## src/rtl/tdc_sequencer.sv

```systemverilog
// tdc_sequencer: runs a burst of 2**N_AVG_LOG2 TDC measurements and presents the sum of the counts.
// Define TDC_SEQ_TIMEOUT_EN to compile in the WAIT-state watchdog; timeout_err is tied low otherwise.
module tdc_sequencer #(
    parameter int unsigned CNT_W      = 8,
    parameter int unsigned N_AVG_LOG2 = 2,
    parameter int unsigned TIMEOUT    = 64
) (
    input  logic                        clk,
    input  logic                        rst,
    input  logic                        req,
    output logic                        busy,
    output logic                        start,
    input  logic                        ready,
    input  logic [CNT_W-1:0]            count,
    output logic [CNT_W+N_AVG_LOG2-1:0] result,
    output logic                        result_valid,
    input  logic                        result_ack,
    output logic                        timeout_err
);

    localparam int unsigned ACC_W  = CNT_W + N_AVG_LOG2;
    localparam int unsigned IDX_W  = N_AVG_LOG2 + 1;
    localparam int unsigned N_MEAS = 1 << N_AVG_LOG2;

    localparam logic [2:0] ST_IDLE    = 3'd0;
    localparam logic [2:0] ST_START   = 3'd1;
    localparam logic [2:0] ST_WAIT    = 3'd2;
    localparam logic [2:0] ST_CAPTURE = 3'd3;
    localparam logic [2:0] ST_DONE    = 3'd4;

    logic [2:0]       r_state;
    logic [2:0]       w_next;
    logic             w_start;
    logic             w_accept;
    logic             w_last;
    logic [IDX_W-1:0] r_idx;
    logic [IDX_W-1:0] w_idx_inc;
    logic [ACC_W-1:0] r_acc;
    logic [ACC_W-1:0] w_sum;
    logic [CNT_W-1:0] r_sample;
    logic [ACC_W-1:0] r_result;
    logic             r_result_valid;
    logic             r_busy;

`ifdef TDC_SEQ_TIMEOUT_EN
    localparam int unsigned WD_W = $clog2(TIMEOUT + 1);
    localparam logic [WD_W-1:0] WD_LAST = WD_W'(TIMEOUT - 1);

    logic [WD_W-1:0] r_wdog;
    logic            w_wd_expire;
    logic            r_timeout_err;

    assign w_wd_expire = (r_state == ST_WAIT) && !ready && (r_wdog == WD_LAST);
`endif

    assign w_idx_inc = r_idx + IDX_W'(1);
    assign w_last    = (w_idx_inc == IDX_W'(N_MEAS));
    assign w_sum     = r_acc + ACC_W'(r_sample);
    assign w_accept  = (r_state == ST_IDLE) && (w_next == ST_START);

    // State register
    always_ff @(posedge clk) begin
        if (!rst) begin
            r_state <= ST_IDLE;
        end else begin
            r_state <= w_next;
        end
    end

    // Next-state decode; start depends on live ready so it never fires into a held ready
    always_comb begin
        w_next  = r_state;
        w_start = 1'b0;
        case (r_state)
            ST_IDLE: begin
                if (req && !r_result_valid) begin
                    w_next = ST_START;
                end
            end
            ST_START: begin
                if (!ready) begin
                    w_start = 1'b1;
                    w_next  = ST_WAIT;
                end
            end
            ST_WAIT: begin
                if (ready) begin
                    w_next = ST_CAPTURE;
                end
`ifdef TDC_SEQ_TIMEOUT_EN
                else if (w_wd_expire) begin
                    w_next = ST_IDLE;
                end
`endif
            end
            ST_CAPTURE: begin
                w_next = w_last ? ST_DONE : ST_START;
            end
            ST_DONE: begin
                if (result_ack) begin
                    w_next = ST_IDLE;
                end
            end
            default: begin
                w_next = ST_IDLE;
            end
        endcase
    end

    // Datapath: count is latched while ready is high and summed in CAPTURE
    always_ff @(posedge clk) begin
        if (!rst) begin
            r_idx          <= '0;
            r_acc          <= '0;
            r_sample       <= '0;
            r_result       <= '0;
            r_result_valid <= 1'b0;
            r_busy         <= 1'b0;
        end else begin
            r_result_valid <= (w_next == ST_DONE);
            r_busy         <= (w_next == ST_START) || (w_next == ST_WAIT) ||
                              (w_next == ST_CAPTURE);
            if (w_accept) begin
                r_idx    <= '0;
                r_acc    <= '0;
                r_result <= '0;
            end
            if ((r_state == ST_WAIT) && ready) begin
                r_sample <= count;
            end
            if (r_state == ST_CAPTURE) begin
                r_acc <= w_sum;
                r_idx <= w_idx_inc;
                if (w_last) begin
                    r_result <= w_sum;
                end
            end
        end
    end

`ifdef TDC_SEQ_TIMEOUT_EN
    // Watchdog restarts on every WAIT entry; the error flag is sticky until the next accepted req
    always_ff @(posedge clk) begin
        if (!rst) begin
            r_wdog        <= '0;
            r_timeout_err <= 1'b0;
        end else begin
            if (r_state == ST_WAIT) begin
                r_wdog <= r_wdog + WD_W'(1);
            end else begin
                r_wdog <= '0;
            end
            if (w_accept) begin
                r_timeout_err <= 1'b0;
            end else if (w_wd_expire) begin
                r_timeout_err <= 1'b1;
            end
        end
    end

    assign timeout_err = r_timeout_err;
`else
    assign timeout_err = 1'b0;
`endif

    assign busy         = r_busy;
    assign start        = w_start;
    assign result       = r_result;
    assign result_valid = r_result_valid;

endmodule

```

## config.mk

```make
export PLATFORM = sky130hd
export DESIGN_NAME = tdc_sequencer
export DESIGN_NICKNAME = d
export VERILOG_FILES = /design/src/rtl/tdc_sequencer.sv
export SDC_FILE = /design/constraint.sdc
export NUM_CORES = 1
export LEC_CHECK = 0
export CAP_MARGIN = 20
export CORE_MARGIN = 2
export CORE_UTILIZATION = 54
export CTS_CLUSTER_SIZE = 28
export DETAILED_ROUTE_END_ITERATION = 8
export PLACE_DENSITY_LB_ADDON = 0.3
export SLEW_MARGIN = 20
export SYNTH_ARGS = -nofsm -noshare
export SYNTH_HDL_FRONTEND = slang
export SYNTH_SLANG_ARGS = --single-unit
```

## constraint.sdc

```tcl
create_clock -name clk -period 2.07 [get_ports clk]
set_clock_uncertainty 0.05 [all_clocks]
set_input_delay 0.207 -clock clk [delete_from_list [all_inputs] [get_ports clk]]
set_output_delay 0.207 -clock clk [all_outputs]
set_load 0.01 [all_outputs]
```

; ---- Word-level counts from Yosys, hierarchy flattened
; Cells that the tools add are included.
; Widths: inputs -> output; s select.
[totals]
word_cells = 41
out_inout_bits = 14
regBits = 36
in_bits = 13
[classes]
n_mux = 15
reduce_logical = 8
add_sub_neg = 2
n_eq_ne = 9
[op_table]
columns = cell, count
row1 = $mux 10, 5
row2 = $mux 3, 7
row3 = $pmux 3 s5, 1
row4 = $eq 3x2->1 const B, 4
row5 = $add 10x8->10, 1
row6 = $eq 3x3->1 const B, 3
row7 = $eq 3x1->1 const B, 2
row8 = $add 3x1->3 const B, 1
row9 = $logic_and 1x1->1, 3
row10 = $logic_not 3->1, 1
row11 = $logic_or 1x1->1, 2
row12 = $mux 1, 2
row13 = $reduce_bool 2->1, 1
row14 = $logic_not 1->1, 1

; ---- Depth between registers and ports, before layout
[depth]
ltp_word = 9
mapped_depth = 8
mapped_depth_nobuf = 8

; ---- Worst setup path after synthesis
; No wires, ideal clock.
[synth_timing]
path_kind = flip-flop to flip-flop
start = register r_acc[1]
end = register r_acc[9]
setup_ns = 0.117
path_buffers = 0
stages_incl_launch_ff = 7
required_time_ns = 1.903
synth_period_minus_slack_ns = 1.895
t_arrival_ns = 1.727
path_slack_ns = 0.175
path_cell_list = dfxtp_1 ha_1 a211oi_1 o21ai_0 a221oi_2 o21ai_0 a32o_1
[synth_via]
elab_chain_len = 2
[synth_rtl]
columns = element, line_no
row1 = from (decl), 38  ; logic [ACC_W-1:0] r_acc;
row2 = from (signal assigned), 132  ; r_acc <= w_sum;
row3 = $add 10x8->10, 58  ; assign w_sum = r_acc + ACC_W'(r_sample);
row4 = $mux 10, 131  ; if (r_state == ST_CAPTURE) begin
; No other way between the ends.
; A chain may end at the register's enable or synchronous reset.

; ---- Final worst setup path
[layout_timing]
start = register r_acc[0]
end = register r_result[6] (netlist: result[6])
[layout_via]
elab_chain_len = 3
[layout_rtl]
columns = element, line_no
row1 = $add 10x8->10, 58
row2 = $mux 10, 134  ; if (w_last) begin
row3 = $mux 10, 131
row4 = to (signal assigned), 135  ; r_result <= w_sum;
row5 = to (decl), 41  ; logic [ACC_W-1:0] r_result;
; No other way between the ends.

==> impl_results.md <==
* VDD IR-drop max at between 400 and 500 uV
* Worst-path clk slew at roughly 0.1 ns
* Die height at 63.11 um
* Final antenna-violating net count at 0
* Port Buf Inserts at 25
* Vias at about 1,600
* Syn_nets at between 200 and 250
* Worst reg2reg path endpoint: result[6]
* Min Hold Slack at 0.4308 ns
* FILL cells at around 270
* Placer Congestion at roughly 0.84
* Syn-to-layout area delta at 19.43%
* Core box area at between 3000 and 4000 um^2
* Total Power at 1.177 mW
* IO Count at 27
* Detailed-route wire length at 4038 um
* CTS tree: built
* Crit Reg-Reg Startpoint: r_acc[0]
* Worst EP required at roughly 2.3 ns
* Max cap viols at 0
* Final net count at 258
* Status: complete, no violations
* Clock Sinks at 36
* Post-detail-place hpwl at approximately 3000 um
* First-pass GRT wire length at a little over 7000 um
* Post-synthesis cell area at 1887 um^2
* Number of buffers created by CTS at 5
* Yosys top cell by area: dfxtp_1
* WL/cell at 14.42 um
* Largest net degree at the start of global routing at 19
* Worst hold stages at 3
* Die ar. at 3983 um^2
* Hold_sp: count[1]
* Grt ovf at 0
* R2R cell count at 7
* Crit end category: flip-flop
* CTS HTree Levels at 2
* Synth area leaders: dfxtp_1, ha_1, nor2b_1
* Power Density at 522.2 nW/um^2
* Setup TNS at 0 ns
* Antenna violations before repair at 0
* Clock period minus worst slack at around 2.0 ns
* Max Slew Vio Count at 0
* First drt pass iteration count at 5
* EDFF count, synth at 0
* Clk root buf: clkbuf_4
* Die X at 63.11 um
* P_leak at a little over 0.8 nW
* Total global-route track usage at approximately 22%
* DRC Markers at 0
* Hold crit path type: input pin to flip-flop
* Top_reg_cell synth: dfxtp_1
* Post-synth cell types at between 40 and 50
* Vias in the first global route at between 1,500 and 2,000
* Drt initial violations at ~150
* Final worst slack at about 0.11 ns
* Maximum clock insertion buffer count at 2
* Yosys top cell area share at 38.20%
* Startpoint types: flip-flop
* Unrepaired setup endpoints after global routing: false
* Async set-reset flop share out of synthesis at 0%
* Ratio of cells with drive above 1 in the final layout at between 10% and 20%
* Row cnt at 21
* Crit-path max FO at 5
* Final setup vio count at 0
* Synth Register Bits at 36
* R2R Setup Slk at 0.11 ns
* Cell count after synthesis at slightly above 200
* Pre-CTS setup slack at roughly 0.033 ns
* Clock Latency Late Sink at 0.34 ns
* Mapped Avg Cell Area at between 9 and 10 um^2
* Initial Util at a little under three fifths
* Data arrival, critical path at between 2 and 2.5 ns
* Critical path class: flip-flop to flip-flop
* DR vias/cell at roughly 5.7
* Final Cycle Share at a little over nine tenths
* Fmax at ~510 MHz
* Yosys warnings at 0
* Diodes inserted at 0
* Post-synthesis sequential area ratio at between 30% and 40%
* Worst hold path endpoint: r_sample[1]
* Final Hold Viols at 0
stage by stage:
stage | cell area, um^2 | instances | util [%]
global route | 2253 | 280 | 67.53
floorplan | 1887 | 207 | -
finish | 2253 | 280 | 67.53
detailed placement | 2178 | 272 | 65.28
CTS | 2225 | 279 | 66.67
global placement | 2178 | 272 | 65.28
synth_stat cells (all sizes together), types with 2 or more instances:
master	instances
dfxtp	36
nor2b	19
o21ai	14
nand2	11
nand3	11
ha	10
a22oi	9
mux2i	9
clkbuf	8
inv	8
nor2	7
buf	5
a21oi	4
nand2b	4
nand4	4
o211ai	4
o21a	4
a21o	3
and2	3
nor3	3
or2	3
a32o	2
a32oi	2
mux2	2
nand3b	2
nand4b	2
o21bai	2
xnor2	2
sequential cells by signal (all words and copies together), names as in the netlist:
register,count
r_state,3
r_acc,10
busy,1
r_sample,8
r_idx,3
result,10
result_valid,1
worst max-delay path by stage:
stage                            from   endpoint  slack [ns]
after CTS                    r_acc[1]   r_acc[9]       0.006
after global placement            req  result[9]        0.10
after floorplan              r_acc[1]   r_acc[9]        0.18
after global routing      r_sample[0]  result[6]       0.007
after detailed placement     r_acc[1]   r_acc[9]        0.03
final                        r_acc[0]  result[6]        0.11
kinds of logic (layout without fill, tap and decap cells):
family	Yosys count	count (layout)	synth area share (%)
other	1	1	0.1987
AND/OR/NAND/NOR	74	74	22.55
adder cells (fa/ha/maj)	11	11	7.692
XOR/XNOR	3	3	1.393
multiplexers	11	11	5.968
AO/OA/AOI/OAI	50	50	18.77
buffers and inverters	21	48	5.238
flip-flops	36	36	38.20
worst max-delay path, stage by stage, from the launching register on:
cell	delay (ns)
dfxtp_1	0.34
ha_1	0.21
inv_1	0.07
fa_1	0.41
nor2b_2	0.20
o31ai_4	0.10
a221o_1	0.35
o21ai_0	0.16
what timing repair did:
item	CTS	global route
hold endpoints to repair	0	0
buffers inserted	0	1
resized for setup	0	6
hold buffers	0	0
endpoints found under the setup margin	0	8
area by class of cell:
class | count | area [um^2] | area share, %
well taps | 46 | 57.56 | 2.554
inverters | 8 | 30.03 | 1.333
multi-input cells | 150 | 1089 | 48.31
clock inverters | 1 | 5.005 | 0.2221
flip-flops and latches | 36 | 720.7 | 31.98
repair buffers | 33 | 310.3 | 13.77
clock buffers | 6 | 41.29 | 1.832
per-layer routing:
layer  up-vias  share of wire [%]  track usage (%)
li1        799                  -                -
met1       744                 45            26.43
met2        50                 48            38.30
met3        13                4.2            6.071
met4         0                2.9            9.444
met5         -                  0                0
cell usage in the layout, fill, tap and decap left out, types with 5 or more instances in the layout:
cell             Yosys  final
dfxtp_1             36     36
clkdlybuf4s50_1      0     25
nor2b_1             19     18
nand2_1             11     11
nand3_1             11     11
ha_1                10     10
mux2i_1              9      9
o21ai_0             11      9
inv_1                8      8
a22oi_1              9      8
buf_4                1      8
nor2_1               7      7
o21ai_1              3      5
clkbuf_4             0      5
power breakdown:
group / internal [mW] / leakage [nW] / switching (mW) / total [mW]
Combinational: 0.0574 / 0.500 / 0.0594 / 0.117
Sequential: 0.702 / 0.291 / 0.00991 / 0.712
Clock: 0.125 / 0.0281 / 0.223 / 0.348
(Power assumes the default switching activity.)
